`src/rtl/mem_image_loader_if.sv`:
```
// Byte-stream and RAM-write bundle for the image loader.
//   byte_data/byte_valid/byte_ready : incoming byte stream (valid/ready)
//   mem_we/mem_addr/mem_wdata       : word write port into CPU RAM
// master = loader side, slave = stream source / RAM side.
interface mem_image_loader_if #(
  parameter int ADDR_WIDTH = 10
);
  logic [7:0]            byte_data;
  logic                  byte_valid;
  logic                  byte_ready;
  logic                  mem_we;
  logic [ADDR_WIDTH-1:0] mem_addr;
  logic [31:0]           mem_wdata;

  modport master (
    input  byte_data, byte_valid,
    output byte_ready, mem_we, mem_addr, mem_wdata
  );

  modport slave (
    output byte_data, byte_valid,
    input  byte_ready, mem_we, mem_addr, mem_wdata
  );
endinterface

```
`src/rtl/mem_image_loader.sv`:
```
// Data-memory image loader: packs a byte stream into 32-bit words, writes them
// sequentially into CPU RAM from BASE_WORD, and holds the CPU in reset until
// WORD_COUNT words have been committed.
// Ports:
//   clk, rst_n     : clock, synchronous active-low reset
//   start          : one-cycle pulse, starts a load from IDLE or DONE
//   bus            : byte stream in + RAM write port out (master modport)
//   cpu_rst_n      : CPU reset, high only in DONE
//   busy / done    : load in progress / image complete
//   words_written  : words committed in this load
//   checksum       : sum mod 2^32 of words committed in this load
//
// state | meaning
// IDLE  | after reset, CPU held in reset, waiting for start
// RECV  | accepting bytes into the pack register
// WRITE | one-cycle RAM write of the packed word
// DONE  | image complete, CPU released
module mem_image_loader #(
  parameter int ADDR_WIDTH = 10,
  parameter int WORD_COUNT = 256,
  parameter int BASE_WORD  = 0,
  parameter int BIG_ENDIAN = 0
) (
  input  logic                  clk,
  input  logic                  rst_n,
  input  logic                  start,
  mem_image_loader_if.master    bus,
  output logic                  cpu_rst_n,
  output logic                  busy,
  output logic                  done,
  output logic [ADDR_WIDTH:0]   words_written,
  output logic [31:0]           checksum
);

  localparam logic [1:0] IDLE  = 2'd0;
  localparam logic [1:0] RECV  = 2'd1;
  localparam logic [1:0] WRITE = 2'd2;
  localparam logic [1:0] DONE  = 2'd3;

  localparam logic [ADDR_WIDTH-1:0] BASE_ADDR = ADDR_WIDTH'(BASE_WORD);
  localparam logic [ADDR_WIDTH:0]   LAST_CNT  = (ADDR_WIDTH+1)'(WORD_COUNT);

  logic [1:0]            state_q, state_d;
  logic [1:0]            lane_q, lane_d;
  logic [31:0]           pack_q, pack_d;
  logic [ADDR_WIDTH:0]   words_q, words_d;
  logic [31:0]           csum_q, csum_d;
  logic [ADDR_WIDTH-1:0] addr_q, addr_d;
  logic [31:0]           wdata_q, wdata_d;

  logic [1:0]            slot;
  logic [31:0]           word_next;
  logic [ADDR_WIDTH:0]   words_inc;

  // Byte position inside the word; big-endian simply mirrors the lane index.
  assign slot      = (BIG_ENDIAN != 0) ? ~lane_q : lane_q;
  assign words_inc = words_q + 1'b1;

  always_comb begin
    word_next = pack_q;
    case (slot)
      2'd0:    word_next[7:0]   = bus.byte_data;
      2'd1:    word_next[15:8]  = bus.byte_data;
      2'd2:    word_next[23:16] = bus.byte_data;
      default: word_next[31:24] = bus.byte_data;
    endcase
  end

  always_comb begin
    state_d = state_q;
    lane_d  = lane_q;
    pack_d  = pack_q;
    words_d = words_q;
    csum_d  = csum_q;
    addr_d  = addr_q;
    wdata_d = wdata_q;
    case (state_q)
      IDLE, DONE: begin
        if (start) begin
          state_d = RECV;
          lane_d  = 2'd0;
          pack_d  = '0;
          words_d = '0;
          csum_d  = '0;
        end
      end
      RECV: begin
        if (bus.byte_valid) begin
          lane_d = lane_q + 2'd1;
          if (lane_q == 2'd3) begin
            // Address and data are loaded here so they are already stable
            // on the registered outputs during the WRITE cycle.
            pack_d  = '0;
            wdata_d = word_next;
            addr_d  = BASE_ADDR + words_q[ADDR_WIDTH-1:0];
            state_d = WRITE;
          end else begin
            pack_d = word_next;
          end
        end
      end
      default: begin
        words_d = words_inc;
        csum_d  = csum_q + wdata_q;
        state_d = (words_inc == LAST_CNT) ? DONE : RECV;
      end
    endcase
  end

  always_ff @(posedge clk) begin
    if (!rst_n) begin
      state_q <= IDLE;
      lane_q  <= '0;
      pack_q  <= '0;
      words_q <= '0;
      csum_q  <= '0;
      addr_q  <= '0;
      wdata_q <= '0;
    end else begin
      state_q <= state_d;
      lane_q  <= lane_d;
      pack_q  <= pack_d;
      words_q <= words_d;
      csum_q  <= csum_d;
      addr_q  <= addr_d;
      wdata_q <= wdata_d;
    end
  end

  assign bus.byte_ready = (state_q == RECV);
  assign bus.mem_we     = (state_q == WRITE);
  assign bus.mem_addr   = addr_q;
  assign bus.mem_wdata  = wdata_q;
  assign cpu_rst_n      = (state_q == DONE);
  assign busy           = (state_q == RECV) || (state_q == WRITE);
  assign done           = (state_q == DONE);
  assign words_written  = words_q;
  assign checksum       = csum_q;

endmodule

```
`src/flat_wrapper.sv`:
```
// flat-port wrapper written by rule: the top's interface ports become plain ports
module mem_image_loader_flat 
#(
  parameter int ADDR_WIDTH = 10,
  parameter int WORD_COUNT = 256,
  parameter int BASE_WORD  = 0,
  parameter int BIG_ENDIAN = 0
)
  (clk, rst_n, start, cpu_rst_n, busy, done, words_written, checksum, bus_byte_data, bus_byte_valid, bus_byte_ready, bus_mem_we, bus_mem_addr, bus_mem_wdata);
  mem_image_loader_if #(.ADDR_WIDTH(ADDR_WIDTH)) bus_i ();
  input  logic clk;
  input  logic rst_n;
  input  logic start;
  output logic cpu_rst_n;
  output logic busy;
  output logic done;
  output logic [ADDR_WIDTH:0] words_written;
  output logic [31:0] checksum;
  input wire logic [$bits(bus_i.byte_data)-1:0] bus_byte_data;
  input wire logic [$bits(bus_i.byte_valid)-1:0] bus_byte_valid;
  output wire logic [$bits(bus_i.byte_ready)-1:0] bus_byte_ready;
  output wire logic [$bits(bus_i.mem_we)-1:0] bus_mem_we;
  output wire logic [$bits(bus_i.mem_addr)-1:0] bus_mem_addr;
  output wire logic [$bits(bus_i.mem_wdata)-1:0] bus_mem_wdata;
  assign bus_i.byte_data = bus_byte_data;
  assign bus_i.byte_valid = bus_byte_valid;
  assign bus_byte_ready = bus_i.byte_ready;
  assign bus_mem_we = bus_i.mem_we;
  assign bus_mem_addr = bus_i.mem_addr;
  assign bus_mem_wdata = bus_i.mem_wdata;
  mem_image_loader #(.ADDR_WIDTH(ADDR_WIDTH), .WORD_COUNT(WORD_COUNT), .BASE_WORD(BASE_WORD), .BIG_ENDIAN(BIG_ENDIAN)) u_core (.clk(clk), .rst_n(rst_n), .start(start), .bus(bus_i), .cpu_rst_n(cpu_rst_n), .busy(busy), .done(done), .words_written(words_written), .checksum(checksum));
endmodule
```
`config.mk`:
```
export PLATFORM = sky130hd
export DESIGN_NAME = mem_image_loader_flat
export DESIGN_NICKNAME = d
export VERILOG_FILES = /design/src/rtl/mem_image_loader_if.sv /design/src/rtl/mem_image_loader.sv /design/src/flat_wrapper.sv
export SDC_FILE = /design/constraint.sdc
export NUM_CORES = 1
export LEC_CHECK = 0
export CAP_MARGIN = 20
export CORE_ASPECT_RATIO = 1.75
export CORE_MARGIN = 2
export CORE_UTILIZATION = 25
export DETAILED_ROUTE_END_ITERATION = 8
export PLACE_DENSITY = 0.44
export RECOVER_POWER = 25
export SYNTH_ARGS = -nofsm -noshare
export SYNTH_HDL_FRONTEND = slang
export SYNTH_SLANG_ARGS = --single-unit
```
`constraint.sdc`:
```
create_clock -name clk -period 4.9 [get_ports clk]
set_input_delay 0.98 -clock clk [delete_from_list [all_inputs] [get_ports clk]]
set_output_delay 0.98 -clock clk [all_outputs]
set_load 0.01 [all_outputs]
```
# Word-level counts from Yosys, hierarchy flattened
# Index checks and enable logic that the tools add are counted.
# op_classes
n_eq_ne,10
add_sub_neg,3
bitwise_logic,1
n_reduce_logical,10
muxes,19
# op_table
op,n
$pmux 32 s2,2
$mux 32,3
$add 32x32->32,1
$mux 8,4
$pmux 11 s2,1
$mux 2,6
$add 11x1->11 const B,1
$eq 11x9->1 const B,1
$mux 11,1
$reduce_and 3->1,3
$eq 2x2->1 const B,4
$pmux 2 s2,2
$eq 2x1->1 const B,2
$logic_not 2->1,2
$ne 2x2->1 const B,2
$reduce_or 3->1,1
$add 2x1->2 const B,1
$ne 2x1->1 const B,1
$reduce_and 2->1,1
$reduce_bool 2->1,1
$reduce_or 2->1,1
$logic_or 1x1->1,1
$not 1->1,1
# totals
in_bits,12
ff_bits,121
elab_cells,50
output_inout_bits,90

# Depth between registers and ports, before layout
# logic_depth
word_depth,6
mapped_depth,12
mapped_depth_nobuf,12

# Worst setup path before layout
# No wires, ideal clock.
# synth_path
path_type,reg2reg
from,register u_core.wdata_q[0] (netlist: u_core.bus.mem_wdata[0])
to,register u_core.csum_q[30] (netlist: u_core.checksum[30])
n_path_buf,0
required_time_ps,4774
setup_ps,126
arrival_ps,2510
path_slack_ps,2264
stages_incl_launch_ff,13
synth_period_minus_slack_ps,2636
cell_sequence,dfxtp_1 > ha_1 > inv_1 > fa_1 > nor2b_2 > o2111ai_1 > a32oi_2 > a31oi_1 > o21ai_2 > a221oi_2 > o31ai_2 > xnor2_1 > o21ai_1
# synth_via
elab_chain_cells,2
# synth_lines
element,line_no,text
start: declaration,mem_image_loader.sv:49,"logic [31:0] wdata_q, wdata_d;"
start signal: assignment,mem_image_loader.sv:126,wdata_q <= wdata_d;
$add 32x32->32,mem_image_loader.sv:104,csum_d = csum_q + wdata_q;
$pmux 32 s2,mem_image_loader.sv:77,case (state_q)
end signal: assignment,mem_image_loader.sv:124,csum_q <= csum_d;
end: declaration,mem_image_loader.sv:47,"logic [31:0] csum_q, csum_d;"
# No other way between the ends.
# A chain may end at the register's enable or synchronous reset.

# Worst setup path after layout
# layout_path
from,input start
to,register u_core.csum_q[29] (netlist: u_core.checksum[29])
# layout_via
elab_chain_cells,2
# layout_lines
element,line_no,text
start: declaration,flat_wrapper.sv:13,input logic start;
$ne 2x2->1 (no line),n/a,
$reduce_and 2->1 (no line),n/a,
# No other way between the ends.

==> reports/metrics.csv <==
stage,metric,value,unit
layout,fraction of final layout cells with drive strength greater than 1,0.0616,
critical_path,Critical Path Source Type,input pin,
timing,final number of setup-violating endpoints,0,
timing,Slew HR,0.274,
critical_path,signal arrival time at the worst endpoint,3.80,ns
layout,fill cell instance count of the final layout,2583,
placement,I/O Buffers,101,
yosys,Synth Register Bits,113,
critical_path,required time reported for the critical path endpoint,5.27,ns
worst_hold_path,worst hold-check path type,flop to flop,
die,I/O pin count,102,
job,max cap viols,0,
global_routing,global-route total usage across every layer,0.151,
placement,Cells after DPL,1092,
clock_tree,clock slew at the register clock pins of the worst setup and hold paths,0.06,ns
detailed_routing,routed via count,5434,
die,full die area,26400,um^2
critical_path,"Cell Chain, Critical Path","dlygate4sd3_1, o21ai_0, clkbuf_1, and2_1, nand2_1, o21ai_0, mux2_4",
detailed_routing,drt wl/cell,17.4,um
critical_path,nature of the critical path endpoint,flop,
outcome,run status,finished clean,
timing,final critical path time including I/O delays and setup,3.43,ns
yosys,most frequently used flop master after synthesis,sky130_fd_sc_hd__dfxtp_1,
clock_tree,clock buffer depth,2,
clock_tree,CTS-repair resized insts,0,
detailed_routing,WL final,19.5,mm
layout,Post-layout nets,853,
power,total power per unit cell area,378,nW/um^2
timing,Setup TNS,0,ns
clock_tree,total clock buffers created by CTS,17,
clock_tree,clock sinks,113,
worst_hold_path,capture endpoint of the worst hold path,u_core.bus.mem_addr[7],
yosys,yosys warns,0,
yosys,asr flop ratio synth,0,
yosys,sequential cell area fraction in the yosys report,0.361,
timing,final number of hold-violating endpoints,0,
global_routing,wire length of the first global-routing pass,29.9,mm
yosys,synthesized area,6260,um^2
timing,Final Slew Violations,0,
clock_tree,CTS tree,built,
critical_path,minimum setup slack among reg-to-reg paths,1.57,ns
timing,maximum achievable frequency,0.291,GHz
layout,most frequent standard cell in the layout excluding fill and tap cells,sky130_fd_sc_hd__dfxtp_1,
critical_path,Register-to-Register Path Depth,9,
worst_hold_path,count of cells along the worst hold path,2,
layout,post-synthesis to final-layout area growth,30.6,%
critical_path,launch point of the worst reg-to-reg path,u_core.state_q[1],
detailed_routing,detailed-router iteration count before antenna repair,4,
critical_path,number of cells on the critical path,7,
timing,worst slew pin tran,1.09,ns
critical_path,Worst Path Max Fanout,17,
global_routing,largest net degree at the start of global routing,62,
global_routing,vias in the first global route,5319,
yosys,Mean Syn Cell Area,8.71,um^2
layout,filler-free cell count of the finished design,1124,
die,die height,213,um
detailed_routing,Iter 0 DRT Violations,332,
timing,unrepaired setup endpoints after global routing,no,
clock_tree,worst skew pair latency,0.42,ns
yosys,Post-synth EDFFs,0,
detailed_routing,residual DRC count,0,
detailed_routing,number of routed nets with antenna violations,0,
power,reported leakage power,3.50,nW
critical_path,Worst path slowest cell,sky130_fd_sc_hd__and2_1,
critical_path,critical register-to-register path endpoint,u_core.checksum[29],
critical_path,delay of the slowest cell on the worst path,0.84,ns
placement,gpl congestion,0.733,
critical_path,cell type with the highest occurrence count on the critical path,sky130_fd_sc_hd__o21ai_0,
global_routing,gr ovfl total,0,
critical_path,class of the most critical setup path,input pin to flop,
detailed_routing,vias per cell,4.83,
die,core area,24600,um^2
clock_tree,depth of the CTS H-tree,4,
worst_hold_path,startpoint of the tightest hold check path,u_core.bus.mem_addr[7],
timing,setup skew after layout,0.00810,ns
placement,placed wire-length estimate,14.2,mm
global_routing,initial antenna violation count,0,
die,row count,76,
yosys,count of unique library cells instantiated by Yosys,58,
layout,count of inserted antenna diode cells,0,
clock_tree,clock root buffer,sky130_fd_sc_hd__clkbuf_16,
clock_tree,post-CTS setup buffer count,0,
critical_path,largest delay contributor family on the critical path,buffers and inverters,
yosys,number of instances in the synthesized netlist,719,
die,Horiz. Die Dim,124,um
power,Peak VDD IR,212,uV
layout,most frequent cells in the layout,"sky130_fd_sc_hd__dfxtp_1, sky130_fd_sc_hd__nand2_1, sky130_fd_sc_hd__clkdlybuf4s50_1, sky130_fd_sc_hd__nor2b_1, sky130_fd_sc_hd__a22oi_1",
clock_tree,Post-CTS Hold Buffers,0,
yosys,number of nets in the synthesized netlist,773,
critical_path,Buffers & Inverters on Critical Path,2,
die,starting density of the core,0.254,
timing,fin crit share,0.701,
[worst min-delay path, cell delays in order, from the launching register on]
cell and delay (ns):
sky130_fd_sc_hd__dfxtp_1 0.30, sky130_fd_sc_hd__nand2_1 0.05, sky130_fd_sc_hd__a21boi_0 0.06
[cell usage after synthesis, types with 2 or more instances]
library cell	count	area, um^2
sky130_fd_sc_hd__o21ai_1	9	45.0
sky130_fd_sc_hd__o21ai_0	34	170
sky130_fd_sc_hd__nand4_1	7	43.8
sky130_fd_sc_hd__and3_1	14	87.6
sky130_fd_sc_hd__a21o_1	16	120
sky130_fd_sc_hd__a22oi_1	43	323
sky130_fd_sc_hd__a211oi_1	3	22.5
sky130_fd_sc_hd__nand3_1	10	50.1
sky130_fd_sc_hd__clkbuf_1	32	120
sky130_fd_sc_hd__o21bai_1	4	30.0
sky130_fd_sc_hd__and2_1	8	50.1
sky130_fd_sc_hd__buf_2	3	15.0
sky130_fd_sc_hd__xnor2_1	20	175
sky130_fd_sc_hd__nor2_1	26	97.6
sky130_fd_sc_hd__nor2b_1	46	288
sky130_fd_sc_hd__o211a_1	27	270
sky130_fd_sc_hd__inv_1	13	48.8
sky130_fd_sc_hd__nand2_1	102	383
sky130_fd_sc_hd__o21ai_2	2	17.5
sky130_fd_sc_hd__a21boi_0	21	158
sky130_fd_sc_hd__mux2i_1	24	240
sky130_fd_sc_hd__a21oi_1	26	130
sky130_fd_sc_hd__ha_1	41	513
sky130_fd_sc_hd__a21oi_2	2	17.5
sky130_fd_sc_hd__a211o_1	2	17.5
sky130_fd_sc_hd__buf_1	8	30.0
sky130_fd_sc_hd__a31oi_1	7	43.8
sky130_fd_sc_hd__nand2b_1	3	18.8
sky130_fd_sc_hd__xor2_1	15	131
sky130_fd_sc_hd__o21a_1	4	30.0
sky130_fd_sc_hd__nor3_1	7	35.0
sky130_fd_sc_hd__o2111ai_1	2	17.5
sky130_fd_sc_hd__dfxtp_1	113	2260
[per-layer routing]
layer / wire, um / vias to the layer above / global-route usage
met5: 0 / - / 0
met4: 457 / 0 / 0.0580
met3: 549 / 23 / 0.0335
met2: 10500 / 88 / 0.274
met1: 7960 / 2581 / 0.168
li1: - / 2742 / -
[registers in the layout (all words and copies together) (netlist names)]
name	count
u_core.words_written	11
u_core.state_q	2
u_core.lane_q	2
u_core.bus.mem_addr	10
u_core.checksum	32
u_core.pack_q	24
u_core.bus.mem_wdata	32
[area by class of cell]
class / instances / area (um^2) / share of cell area
Multi-Input combinational cell: 549 / 3790 / 0.463
Sequential cell: 113 / 2260 / 0.277
Timing Repair Buffer: 105 / 1030 / 0.126
Clock buffer: 21 / 470 / 0.0576
Tap cell: 312 / 390 / 0.0478
Clock inverter: 11 / 183 / 0.0223
Inverter: 13 / 48.8 / 0.00597
[how the worst max path moves through the flow]
stage                            start             endpoint  slack (ns)
6_report                         start  u_core.checksum[29]        1.47
5_1_grt              u_core.state_q[1]  u_core.checksum[29]        1.22
4_1_cts        u_core.bus.mem_wdata[0]  u_core.checksum[30]        1.75
3_5_place_dp                     start  u_core.checksum[29]        1.75
3_3_place_gp                     start    u_core.pack_q[22]        1.77
2_1_floorplan  u_core.bus.mem_wdata[0]  u_core.checksum[30]        2.26
[through the flow]
step / cell area (um^2) / worst slack (ns) / total power, mW / hold slack [ns] / util
floorplan: 6260 / 2.26 / 1.46 / 0.485 / -
global placement: 7520 / 1.77 / 1.75 / 0.452 / 0.306
detailed placement: 7520 / 1.75 / 1.75 / 0.460 / 0.306
CTS: 8180 / 1.75 / 3.16 / 0.467 / 0.332
global route: 8170 / 1.22 / 3.25 / 0.489 / 0.332
finish: 8170 / 1.47 / 3.09 / 0.462 / 0.332
[logic make-up after synthesis]
group,after synthesis,share of synthesized area
AOI/OAI and AO/OA,219,0.254
muxes,25,0.0408
DFF,113,0.361
adders and majority gates,42,0.0851
and+or+nand+nor,228,0.174
buffers and inverters,57,0.0354
xor gates and xnor gates,35,0.0490
[where the power goes]
part,total [mW],internal (mW),switching (mW)
clock,1.39,0.938,0.450
sequential,0.981,0.950,0.0311
combinational,0.723,0.211,0.512
total,3.09,2.10,0.994
Note: power is estimated with default switching activity, not from simulation.
==> variant, RTL diff (same settings) <==
`ADDR_WIDTH` is set to 10 in 3 places; all go to 11.
--- a/src/rtl/mem_image_loader_if.sv
+++ b/src/rtl/mem_image_loader_if.sv
@@ -3,7 +3,7 @@
 //   mem_we/mem_addr/mem_wdata       : word write port into CPU RAM
 // master = loader side, slave = stream source / RAM side.
 interface mem_image_loader_if #(
-  parameter int ADDR_WIDTH = 10
+  parameter int ADDR_WIDTH = 11
 );
   logic [7:0]            byte_data;
   logic                  byte_valid;
--- a/src/rtl/mem_image_loader.sv
+++ b/src/rtl/mem_image_loader.sv
@@ -16,7 +16,7 @@
 // WRITE | one-cycle RAM write of the packed word
 // DONE  | image complete, CPU released
 module mem_image_loader #(
-  parameter int ADDR_WIDTH = 10,
+  parameter int ADDR_WIDTH = 11,
   parameter int WORD_COUNT = 256,
   parameter int BASE_WORD  = 0,
   parameter int BIG_ENDIAN = 0
--- a/src/flat_wrapper.sv
+++ b/src/flat_wrapper.sv
@@ -1,7 +1,7 @@
 // flat-port wrapper written by rule: the top's interface ports become plain ports
 module mem_image_loader_flat 
 #(
-  parameter int ADDR_WIDTH = 10,
+  parameter int ADDR_WIDTH = 11,
   parameter int WORD_COUNT = 256,
   parameter int BASE_WORD  = 0,
   parameter int BIG_ENDIAN = 0
Interface: changed (resized bus_mem_addr and words_written); port bits go from 102 to 104. The function was not compared with the original's and may differ.
==> variant against the unedited design <==
The run now ends with capacitance limit left; final area is 0.52% higher; count of clock-buffer cells in the layout down 1; sequential cell count grew 2; power down 0.93%; clock power shrank 4%; non-clock buffer count up 2; global-route usage up 0.96 points; die area is 1.4% higher; wire length up 9.8%; utilization shrank 0.51 points; area after synthesis rose by 1.5%; via count up 9.6%; setup slack worse by 0.23 ns; largest power group unchanged.
==> variant: results (changes against the unedited design) <==
[run_status]
status = finished, violations left  ; was finished clean
failed_checks = capacitance limit

[timing]
finClkSkew_ns = 0.0141  ; was 0.00810 ns

[placed_design]
hpwlAfterDp_mm = 16.1  ; was 14.2 mm
dpl-instance-area_um2 = 7600  ; was 7520 um2
input_output_buffers = 103  ; was 101

[critical_path]
cpPeakStageDelay_ns = 0.95  ; was 0.84 ns
timing.critical_path.from = u_core.state_q[1]$_SDFFE_PN0P_  ; was start
critical-path-slowest-cell = sky130_fd_sc_hd__clkbuf_1  ; was sky130_fd_sc_hd__and2_1
r2r.worst_path.cells = 7  ; was 9
r2r_slack_ns = 1.23  ; was 1.57 ns

[route]
met1_length_mm = 8.93  ; was 7.96 mm
avgViaCountPerCell = 5.03  ; was 4.83
drt_pass1_iterations = 8  ; was 4
route.final.wire_length_mm = 21.4  ; was 19.5 mm
detailedRoute.firstIterationViolations = 395  ; was 332

[finish]
inverters = 18  ; was 13
nNetsFinal = 908  ; was 853
seqAreaFraction_pct = 28.0  ; was 27.7%
multi_input_combinational_area_share_pct = 45.9  ; was 46.3%
n_clock_buffer = 20  ; was 21
multi_input_gates = 595  ; was 549
final.fill_count = 2624  ; was 2583
final_layout_size_suffix_gt1_share_pct = 5.54  ; was 6.16%

[yosys]
seq_area_frac_synth_pct = 36.2  ; was 36.1%
synth_top_cells_by_count = 115 x sky130_fd_sc_hd__dfxtp_1, 96 x sky130_fd_sc_hd__nor2_1, 93 x sky130_fd_sc_hd__nand2_1  ; was 113 x sky130_fd_sc_hd__dfxtp_1, 102 x sky130_fd_sc_hd__nand2_1, 46 x sky130_fd_sc_hd__nor2b_1

[flow_run]
cap_violations = 1  ; was 0

variant: changes by cell type in the layout (fill, tap and decap cells not counted), sizes merged, moves of 7 or more:
cell,change
a211oi,+26
a21boi,-18
a21oi,+38
a22oi,-7
and2,-7
and3,-9
clkdlybuf4s50,+7
inv,+7
nand2,-9
nand3,+14
nor2,+70
nor2b,-44
nor3,+7
o211a,-27
variant: worst max-delay path, delay by kind of cell (launching register included):
| kind | cells | cell delay, ns |
|---|---|---|
| buffers and inverters | 2 | 1.04 |
| and+or+nand+nor | 4 | 1.78 |
| adders and majority gates | 1 | 0.36 |
| DFF | 1 | 0.42 |
variant: cells by family (layout without fill, tap and decap cells):
family	Yosys count	in the layout	share of synthesized area (%)
AND/OR/NAND/NOR	263	263	18.5
multiplexers	26	26	4.10
XOR/XNOR	25	25	3.45
adder cells (fa/ha/maj)	42	42	8.39
AO/OA/AOI/OAI	239	239	25.0
flip-flops	115	115	36.2
buffers and inverters	69	157	4.35
variant: report_power, final:
group | leakage, nW | switching, mW | internal (mW) | total [mW]
Sequential | 0.927 | 0.0357 | 0.967 | 1.00
Clock | 0.293 | 0.475 | 0.865 | 1.34
Combinational | 1.84 | 0.520 | 0.201 | 0.721
Total | 3.06 | 1.03 | 2.03 | 3.06
variant: per-stage QoR:
stage / worst slack, ns / hold slack (ns) / util [%] / std cells / power (mW)
CTS: 1.93 / 0.463 / 32.7 / 1183 / 3.11
detailed placement: 1.85 / 0.455 / 30.2 / 1151 / 1.77
finish: 1.23 / 0.455 / 32.7 / 1183 / 3.06
global placement: 1.89 / 0.449 / 30.2 / 1151 / 1.77
floorplan: 2.44 / 0.465 / - / 779 / 1.49
global route: 0.942 / 0.479 / 32.7 / 1183 / 3.21
